--- src/rtl/leaf_stream_bridge_pkg.sv ---
// leaf_stream_bridge shared definitions: default widths and level sizing.
// Imported by the interface, the per-channel FIFO and the bridge top.
package leaf_bridge_pkg;

    localparam int PAYLOAD_BITS_DEF    = 32;
    localparam int FIFO_DEPTH_BITS_DEF = 4;
    localparam int STAT_BITS           = 32;

    // An occupancy counter must hold 0..2^d inclusive, hence one extra bit.
    function automatic int level_bits(input int d);
        return d + 1;
    endfunction

endpackage

--- src/rtl/leaf_stream_bridge_if.sv ---
// Bundle of leaf-side and kernel-side stream signals for leaf_stream_bridge.
// The beat_count member exists only when LEAF_BRIDGE_STATS_EN is defined.
interface leaf_stream_bridge_if
    import leaf_bridge_pkg::*;
#(
    parameter int PAYLOAD_BITS    = PAYLOAD_BITS_DEF,
    parameter int NUM_IN_PORTS    = 1,
    parameter int NUM_OUT_PORTS   = 1,
    parameter int FIFO_DEPTH_BITS = FIFO_DEPTH_BITS_DEF
);

    localparam int LB = level_bits(FIFO_DEPTH_BITS);

    // leaf_interface -> bridge -> kernel
    logic [NUM_IN_PORTS*PAYLOAD_BITS-1:0]  dout_leaf_interface2user;
    logic [NUM_IN_PORTS-1:0]               vld_interface2user;
    logic [NUM_IN_PORTS-1:0]               ack_user2interface;
    logic [NUM_IN_PORTS*PAYLOAD_BITS-1:0]  m_tdata;
    logic [NUM_IN_PORTS-1:0]               m_tvalid;
    logic [NUM_IN_PORTS-1:0]               m_tready;

    // kernel -> bridge -> leaf_interface
    logic [NUM_OUT_PORTS*PAYLOAD_BITS-1:0] s_tdata;
    logic [NUM_OUT_PORTS-1:0]              s_tvalid;
    logic [NUM_OUT_PORTS-1:0]              s_tready;
    logic [NUM_OUT_PORTS*PAYLOAD_BITS-1:0] din_leaf_user2interface;
    logic [NUM_OUT_PORTS-1:0]              vld_user2interface;
    logic [NUM_OUT_PORTS-1:0]              ack_interface2user;

    logic [NUM_IN_PORTS*LB-1:0]            in_level;
    logic [NUM_OUT_PORTS*LB-1:0]           out_level;

`ifdef LEAF_BRIDGE_STATS_EN
    logic [(NUM_IN_PORTS+NUM_OUT_PORTS)*STAT_BITS-1:0] beat_count;
`endif

    // Environment side: leaf_interface plus kernel.
    modport master (
        output dout_leaf_interface2user,
        output vld_interface2user,
        input  ack_user2interface,
        input  m_tdata,
        input  m_tvalid,
        output m_tready,
        output s_tdata,
        output s_tvalid,
        input  s_tready,
        input  din_leaf_user2interface,
        input  vld_user2interface,
        output ack_interface2user,
        input  in_level,
`ifdef LEAF_BRIDGE_STATS_EN
        input  beat_count,
`endif
        input  out_level
    );

    // Bridge side.
    modport slave (
        input  dout_leaf_interface2user,
        input  vld_interface2user,
        output ack_user2interface,
        output m_tdata,
        output m_tvalid,
        input  m_tready,
        input  s_tdata,
        input  s_tvalid,
        output s_tready,
        output din_leaf_user2interface,
        output vld_user2interface,
        input  ack_interface2user,
        output in_level,
`ifdef LEAF_BRIDGE_STATS_EN
        output beat_count,
`endif
        output out_level
    );

endinterface

--- src/rtl/leaf_stream_bridge_fifo.sv ---
// leaf_stream_fifo: one synchronous FIFO, valid/ready on both sides.
// Registered output only (no bypass); level output counts 0..2^DEPTH_BITS.
module leaf_stream_fifo
    import leaf_bridge_pkg::*;
#(
    parameter int DATA_BITS  = PAYLOAD_BITS_DEF,
    parameter int DEPTH_BITS = FIFO_DEPTH_BITS_DEF
) (
    input  logic                  clk,
    input  logic                  reset,
    input  logic                  flush,
    input  logic [DATA_BITS-1:0]  i_wr_data,
    input  logic                  i_wr_valid,
    output logic                  o_wr_ready,
    output logic [DATA_BITS-1:0]  o_rd_data,
    output logic                  o_rd_valid,
    input  logic                  i_rd_ready,
    output logic [level_bits(DEPTH_BITS)-1:0] o_level
);

    localparam int LB    = level_bits(DEPTH_BITS);
    localparam int DEPTH = 1 << DEPTH_BITS;

    logic [DATA_BITS-1:0]  r_mem [DEPTH];
    logic [DEPTH_BITS-1:0] r_wr_ptr;
    logic [DEPTH_BITS-1:0] r_rd_ptr;
    logic [LB-1:0]         r_level;

    logic w_full;
    logic w_empty;
    logic w_wr;
    logic w_rd;

    assign w_full  = (r_level == LB'(DEPTH));
    assign w_empty = (r_level == '0);

    // Ready comes only from registered state plus the clear inputs.
    assign o_wr_ready = !w_full && !reset && !flush;
    assign o_rd_valid = !w_empty && !reset;
    assign o_rd_data  = r_mem[r_rd_ptr];
    assign o_level    = r_level;

    assign w_wr = i_wr_valid && o_wr_ready;
    assign w_rd = o_rd_valid && i_rd_ready;

    // Pointer and occupancy tracking; reset outranks flush.
    always_ff @(posedge clk) begin
        if (reset) begin
            r_wr_ptr <= '0;
            r_rd_ptr <= '0;
            r_level  <= '0;
        end else if (flush) begin
            r_wr_ptr <= '0;
            r_rd_ptr <= '0;
            r_level  <= '0;
        end else begin
            if (w_wr) begin
                r_wr_ptr <= r_wr_ptr + 1'b1;
            end
            if (w_rd) begin
                r_rd_ptr <= r_rd_ptr + 1'b1;
            end
            unique case ({w_wr, w_rd})
                2'b10:   r_level <= r_level + 1'b1;
                2'b01:   r_level <= r_level - 1'b1;
                default: r_level <= r_level;
            endcase
        end
    end

    // Storage is written on accepted beats only and never cleared.
    always_ff @(posedge clk) begin
        if (w_wr) begin
            r_mem[r_wr_ptr] <= i_wr_data;
        end
    end

endmodule

--- src/rtl/leaf_stream_bridge.sv ---
// leaf_stream_bridge: per-channel FIFOs between leaf_interface and kernel.
// Define LEAF_BRIDGE_STATS_EN to add per-channel accepted-write counters.
module leaf_stream_bridge
    import leaf_bridge_pkg::*;
#(
    parameter int PAYLOAD_BITS    = PAYLOAD_BITS_DEF,
    parameter int NUM_IN_PORTS    = 1,
    parameter int NUM_OUT_PORTS   = 1,
    parameter int FIFO_DEPTH_BITS = FIFO_DEPTH_BITS_DEF
) (
    input  logic                clk,
    input  logic                reset,
    input  logic                flush,
    leaf_stream_bridge_if.slave bus
);

    localparam int PB = PAYLOAD_BITS;
    localparam int LB = level_bits(FIFO_DEPTH_BITS);

    // Inbound channels: leaf writes, kernel reads.
    for (genvar i = 0; i < NUM_IN_PORTS; i++) begin : g_in
        logic [PB-1:0] w_rd_data;
        logic          w_rd_valid;
        logic          w_wr_ready;
        logic [LB-1:0] w_level;

        leaf_stream_fifo #(
            .DATA_BITS  (PB),
            .DEPTH_BITS (FIFO_DEPTH_BITS)
        ) u_fifo (
            .clk        (clk),
            .reset      (reset),
            .flush      (flush),
            .i_wr_data  (bus.dout_leaf_interface2user[i*PB +: PB]),
            .i_wr_valid (bus.vld_interface2user[i]),
            .o_wr_ready (w_wr_ready),
            .o_rd_data  (w_rd_data),
            .o_rd_valid (w_rd_valid),
            .i_rd_ready (bus.m_tready[i]),
            .o_level    (w_level)
        );

        assign bus.ack_user2interface[i]  = w_wr_ready;
        assign bus.m_tdata[i*PB +: PB]    = w_rd_data;
        assign bus.m_tvalid[i]            = w_rd_valid;
        assign bus.in_level[i*LB +: LB]   = w_level;
    end

    // Outbound channels: kernel writes, leaf reads.
    for (genvar j = 0; j < NUM_OUT_PORTS; j++) begin : g_out
        logic [PB-1:0] w_rd_data;
        logic          w_rd_valid;
        logic          w_wr_ready;
        logic [LB-1:0] w_level;

        leaf_stream_fifo #(
            .DATA_BITS  (PB),
            .DEPTH_BITS (FIFO_DEPTH_BITS)
        ) u_fifo (
            .clk        (clk),
            .reset      (reset),
            .flush      (flush),
            .i_wr_data  (bus.s_tdata[j*PB +: PB]),
            .i_wr_valid (bus.s_tvalid[j]),
            .o_wr_ready (w_wr_ready),
            .o_rd_data  (w_rd_data),
            .o_rd_valid (w_rd_valid),
            .i_rd_ready (bus.ack_interface2user[j]),
            .o_level    (w_level)
        );

        assign bus.s_tready[j]                          = w_wr_ready;
        assign bus.din_leaf_user2interface[j*PB +: PB]  = w_rd_data;
        assign bus.vld_user2interface[j]                = w_rd_valid;
        assign bus.out_level[j*LB +: LB]                = w_level;
    end

`ifdef LEAF_BRIDGE_STATS_EN
    // Inbound beat counters occupy the low slots of beat_count.
    for (genvar i = 0; i < NUM_IN_PORTS; i++) begin : g_in_stat
        logic [STAT_BITS-1:0] r_beats;

        // Count accepted leaf writes; survives flush, wraps naturally.
        always_ff @(posedge clk) begin
            if (reset) begin
                r_beats <= '0;
            end else if (bus.vld_interface2user[i] && bus.ack_user2interface[i]) begin
                r_beats <= r_beats + 1'b1;
            end
        end

        assign bus.beat_count[i*STAT_BITS +: STAT_BITS] = r_beats;
    end

    // Outbound beat counters follow the inbound ones.
    for (genvar j = 0; j < NUM_OUT_PORTS; j++) begin : g_out_stat
        localparam int C = NUM_IN_PORTS + j;
        logic [STAT_BITS-1:0] r_beats;

        // Count accepted kernel writes; survives flush, wraps naturally.
        always_ff @(posedge clk) begin
            if (reset) begin
                r_beats <= '0;
            end else if (bus.s_tvalid[j] && bus.s_tready[j]) begin
                r_beats <= r_beats + 1'b1;
            end
        end

        assign bus.beat_count[C*STAT_BITS +: STAT_BITS] = r_beats;
    end
`endif

endmodule

--- src/flat_wrapper.sv ---
// flat-port wrapper written by rule: the top's interface ports become plain ports
module leaf_stream_bridge_flat import leaf_bridge_pkg::*;
#(
    parameter int PAYLOAD_BITS    = PAYLOAD_BITS_DEF,
    parameter int NUM_IN_PORTS    = 1,
    parameter int NUM_OUT_PORTS   = 1,
    parameter int FIFO_DEPTH_BITS = FIFO_DEPTH_BITS_DEF
)
  (clk, reset, flush, bus_dout_leaf_interface2user, bus_vld_interface2user, bus_ack_user2interface, bus_m_tdata, bus_m_tvalid, bus_m_tready, bus_s_tdata, bus_s_tvalid, bus_s_tready, bus_din_leaf_user2interface, bus_vld_user2interface, bus_ack_interface2user, bus_in_level, bus_out_level);
  leaf_stream_bridge_if #(.PAYLOAD_BITS(PAYLOAD_BITS), .NUM_IN_PORTS(NUM_IN_PORTS), .NUM_OUT_PORTS(NUM_OUT_PORTS), .FIFO_DEPTH_BITS(FIFO_DEPTH_BITS)) bus_i ();
  input  logic clk;
  input  logic reset;
  input  logic flush;
  input wire logic [$bits(bus_i.dout_leaf_interface2user)-1:0] bus_dout_leaf_interface2user;
  input wire logic [$bits(bus_i.vld_interface2user)-1:0] bus_vld_interface2user;
  output wire logic [$bits(bus_i.ack_user2interface)-1:0] bus_ack_user2interface;
  output wire logic [$bits(bus_i.m_tdata)-1:0] bus_m_tdata;
  output wire logic [$bits(bus_i.m_tvalid)-1:0] bus_m_tvalid;
  input wire logic [$bits(bus_i.m_tready)-1:0] bus_m_tready;
  input wire logic [$bits(bus_i.s_tdata)-1:0] bus_s_tdata;
  input wire logic [$bits(bus_i.s_tvalid)-1:0] bus_s_tvalid;
  output wire logic [$bits(bus_i.s_tready)-1:0] bus_s_tready;
  output wire logic [$bits(bus_i.din_leaf_user2interface)-1:0] bus_din_leaf_user2interface;
  output wire logic [$bits(bus_i.vld_user2interface)-1:0] bus_vld_user2interface;
  input wire logic [$bits(bus_i.ack_interface2user)-1:0] bus_ack_interface2user;
  output wire logic [$bits(bus_i.in_level)-1:0] bus_in_level;
  output wire logic [$bits(bus_i.out_level)-1:0] bus_out_level;
  assign bus_i.dout_leaf_interface2user = bus_dout_leaf_interface2user;
  assign bus_i.vld_interface2user = bus_vld_interface2user;
  assign bus_ack_user2interface = bus_i.ack_user2interface;
  assign bus_m_tdata = bus_i.m_tdata;
  assign bus_m_tvalid = bus_i.m_tvalid;
  assign bus_i.m_tready = bus_m_tready;
  assign bus_i.s_tdata = bus_s_tdata;
  assign bus_i.s_tvalid = bus_s_tvalid;
  assign bus_s_tready = bus_i.s_tready;
  assign bus_din_leaf_user2interface = bus_i.din_leaf_user2interface;
  assign bus_vld_user2interface = bus_i.vld_user2interface;
  assign bus_i.ack_interface2user = bus_ack_interface2user;
  assign bus_in_level = bus_i.in_level;
  assign bus_out_level = bus_i.out_level;
  leaf_stream_bridge #(.PAYLOAD_BITS(PAYLOAD_BITS), .NUM_IN_PORTS(NUM_IN_PORTS), .NUM_OUT_PORTS(NUM_OUT_PORTS), .FIFO_DEPTH_BITS(FIFO_DEPTH_BITS)) u_core (.clk(clk), .reset(reset), .flush(flush), .bus(bus_i));
endmodule
--- config.mk ---
export PLATFORM = sky130hd
export DESIGN_NAME = leaf_stream_bridge_flat
export DESIGN_NICKNAME = d
export VERILOG_FILES = /design/src/rtl/leaf_stream_bridge_pkg.sv /design/src/rtl/leaf_stream_bridge_if.sv /design/src/rtl/leaf_stream_bridge_fifo.sv /design/src/rtl/leaf_stream_bridge.sv /design/src/flat_wrapper.sv
export SDC_FILE = /design/constraint.sdc
export NUM_CORES = 1
export LEC_CHECK = 0
export CAP_MARGIN = 10
export CORE_MARGIN = 10
export CORE_UTILIZATION = 45
export DETAILED_ROUTE_END_ITERATION = 7
export SLEW_MARGIN = 0
export SYNTH_ARGS = -nofsm -noshare
export SYNTH_HDL_FRONTEND = slang
export SYNTH_SLANG_ARGS = --single-unit
--- constraint.sdc ---
create_clock -name clk -period 3.3 [get_ports clk]
set_input_delay 0.495 -clock clk [delete_from_list [all_inputs] [get_ports clk]]
set_output_delay 0.495 -clock clk [all_outputs]
set_load 0.01 [all_outputs]
==> results of run 1 <==
## placed cells by master, fill, tap and decap left out, drive strengths merged, types with 2 or more instances in the layout
cell type / synthesis / layout
edfxtp: 1024 / 1024
mux4: 320 / 320
buf: 38 / 241
clkbuf: 42 / 130
clkdlybuf4s50: 0 / 84
clkinv: 0 / 51
dfxtp: 34 / 34
and2: 32 / 32
nor2: 30 / 30
bufinv: 0 / 19
ha: 17 / 17
nand2: 14 / 14
inv: 10 / 14
xor2: 13 / 13
a21oi: 11 / 11
o21ai: 8 / 8
xnor2: 6 / 6
mux2i: 5 / 5
nand2b: 4 / 4
nand3: 4 / 4
or3: 4 / 4
clkinvlp: 0 / 4
nor3: 3 / 3
nand4: 3 / 3
a211oi: 3 / 3
nor4: 2 / 2
nor3b: 2 / 2
nor2b: 2 / 2
## stage by stage
step,total power [mW],cells,instance area [um2]
2_1_floorplan,15.2,1646,40600
3_3_place_gp,15.5,2985,44500
3_5_place_dp,15.5,2985,44500
4_1_cts,28.1,3274,49500
5_1_grt,28.7,3275,49400
6_report,27.9,3276,49400
## area by class of cell
type / instances / area (um2)
flip-flops and latches: 1058 / 31500
fillers: 6645 / 40500
diodes: 1 / 2.50
well taps: 1176 / 1470
clock inverters: 78 / 931
inverters: 10 / 37.5
clock buffers: 126 / 2770
repair buffers: 329 / 4140
multi-input cells: 498 / 8580
## sequential cells by signal, indices dropped and copies added, names as in the netlist, named ones only
register	cells
u_core.g_in.u_fifo.r_rd_ptr	4
u_core.g_in.u_fifo.r_mem	512
u_core.g_in.u_fifo.r_wr_ptr	4
u_core.g_out.u_fifo.o_level	5
u_core.g_out.u_fifo.r_rd_ptr	4
u_core.g_out.u_fifo.r_wr_ptr	4
u_core.g_out.u_fifo.r_mem	512
u_core.g_in.u_fifo.o_level	5
## kinds of logic (layout without fill, tap and decap cells)
logic type                 Yosys count  count (layout)  share of synthesized area [%]
DFF                               1058            1058                           77.3
muxes                              325             325                           18.4
and+or+nand+nor                    106             106                           1.41
buffers and inverters               90             543                           1.39
AOI/OAI and AO/OA                   31              31                          0.483
xor gates and xnor gates            19              19                          0.410
adders and majority gates           17              17                          0.523
other                                0               1                              0
## worst max path at each step
stage | startpoint | endpoint | slack, ps | depth (start not counted)
after floorplan | u_core.g_out[0].u_fifo.o_level[1] | u_core.g_out[0].u_fifo.o_level[4] | 410 | 15
after global placement | reset | u_core.g_out[0].u_fifo.o_level[4] | 90 | 12
after detailed placement | reset | u_core.g_out[0].u_fifo.o_level[4] | 100 | 12
after CTS | flop | bus_m_tdata[20] | -130 | 8
after global routing | flop | bus_din_leaf_user2interface[9] | -120 | 7
final | flop | bus_din_leaf_user2interface[9] | -20 | 7
## worst max-delay path, delay by kind of cell, from the launching register on
kind     cells  cell delay (ps)
mux          2             1030
buf+inv      5              660
flops        1              450
## report_power, final
group	switching (mW)	internal (mW)
logic	0.297	0.207
clock network	5.06	7.52
registers	0.0111	14.8
## repair_timing
action,4_1_cts,5_1_grt
setup endpoints to repair,64,50
gates cloned,18,1
pin swaps,0,0
hold endpoints to repair,0,0
resized for setup,337,54
buffers inserted,67,14
## metal layers
metal	vias up	share of wire [%]	track usage (%)
met5	-	0.095	0
met4	12	2.1	4.55
met3	151	5.2	3.44
li1	7854	-	-
met2	513	54	32.3
met1	9974	39	22.2
==> results.json, run 1 <==
{
  "cts-root-buf": "clkbuf_16",
  "synthFlopType": "edfxtp_1",
  "max_cap_viol_count": 0,
  "fin_skew_ps": 13.3,
  "via_per_inst": 5.65,
  "async_flop_share_pct": 0,
  "synth_edf_count": 1024,
  "initial_core_util_pct": 45.2,
  "rows": 110,
  "p_leak_nw": 15.5,
  "crit_type": "flop to output port",
  "min_path_cells": 2,
  "num-nets-final": 2093,
  "hpwl_um": 50700,
  "drc": 0,
  "layout_setup_ws_ps": -24.6,
  "clkSinkCount": 1058,
  "synth_area_leader_cell": "edfxtp_1",
  "post-place-ws_ps": 95.4,
  "synth.avg_cell_area_um2": 24.7,
  "powerDensity_mw_per_mm2": 564,
  "max_freq_mhz": 301,
  "finalCritPeriodShare_pct": 101,
  "cts_buffers": 108,
  "dieArea_mm2": 0.103,
  "grt_max_degree": 47,
  "yosys-top-cells-count": "1024 x edfxtp_1, 257 x mux4_2, 63 x mux4_1",
  "slew_headroom_pct": 57.9,
  "yosys-top-cells-area": "edfxtp_1 76%, mux4_2 14%, mux4_1 4.1%, dfxtp_1 1.7%, buf_6 0.72%",
  "core_region_area_mm2": 0.0899,
  "layout-drive-gt1-share_pct": 35.3,
  "dr_total_vias": 18500,
  "finalWirelength_um": 92400,
  "synth_cells": 1646,
  "synth-seq-cells": 1058,
  "hold_violations": 0,
  "die_h_um": 321,
  "port_buffers": 148,
  "ys_warn_count": 0,
  "cts_hold_buffers": 0,
  "worstSkewPairLatency_ps": 680,
  "synth_most_common_cell": "edfxtp_1",
  "min_period_ps": 3320,
  "worst_slew_pin_slew_ps": 630,
  "synth_top_area_share_pct": 75.7,
  "ant_nets": 0,
  "io_pins": 149,
  "hp-start": "u_core.g_in[0].u_fifo.r_rd_ptr[3]",
  "violations": "negative setup slack",
  "final_max_slew_viol_count": 0,
  "cp_slowest_cell": "mux4_2",
  "max_stage_delay_ps": 520,
  "syn_nets": 1734,
  "cp.required_ps": 2800,
  "cts_buffer_depth": 3,
  "path_clk_slew_ps": 60,
  "crit_fanout": 7,
  "synth_cell_types": 45,
  "hold_ws_ps": 536,
  "vdd_drop_max_mv": 0.547,
  "r2r_slack_ps": 480,
  "cp.arrival_ps": 2830,
  "crit_path_end_kind": "output port",
  "reg2reg_depth": 13,
  "wl_per_cell_um": 28.2,
  "dr.pass1.iters": 5,
  "seq_area_frac_synth_pct": 77.3,
  "grt_overflow": 0,
  "antenna_found_initial": 8,
  "rsz0062_at_grt": "true",
  "area_growth_syn_to_layout_pct": 21.5,
  "grt_util_all_layers_pct": 18.0,
  "die_w_um": 321,
  "hp-class": "flop to flop",
  "grt_first_pass_wirelength_um": 136000,
  "cp_cell_sequence": "buf_4 -> buf_12 -> buf_16 -> buf_4 -> mux4_2 -> mux4_2 -> buf_6",
  "first_global_vias": 19800,
  "cts_tree": "built",
  "drt_iter0_markers": 1602,
  "fin_util_pct": 55.0,
  "htree_levels": 3,
  "fin_setup_tns_ps": -57.2,
  "hold_end": "u_core.g_in[0].u_fifo.r_rd_ptr[3]",
  "netlist_area_mm2": 0.0406,
  "place.gp.congestion": 0.751,
  "setup_viol": 3,
  "r2r_start": "u_core.g_out[0].u_fifo.o_level[1]",
  "worstSetupStartpointType": "flop",
  "r2r-end": "u_core.g_out[0].u_fifo.o_level[4]",
  "status": "finished, violations left"
}
(Power assumes the default switching activity.)
==> run 2: changes to the inputs <==
- GPL_ROUTABILITY_DRIVEN: not set -> 0
- SLEW_MARGIN: 0 -> not set
==> results of run 2 <==
Final layout, timing and power as in run 1 (identical DEF).
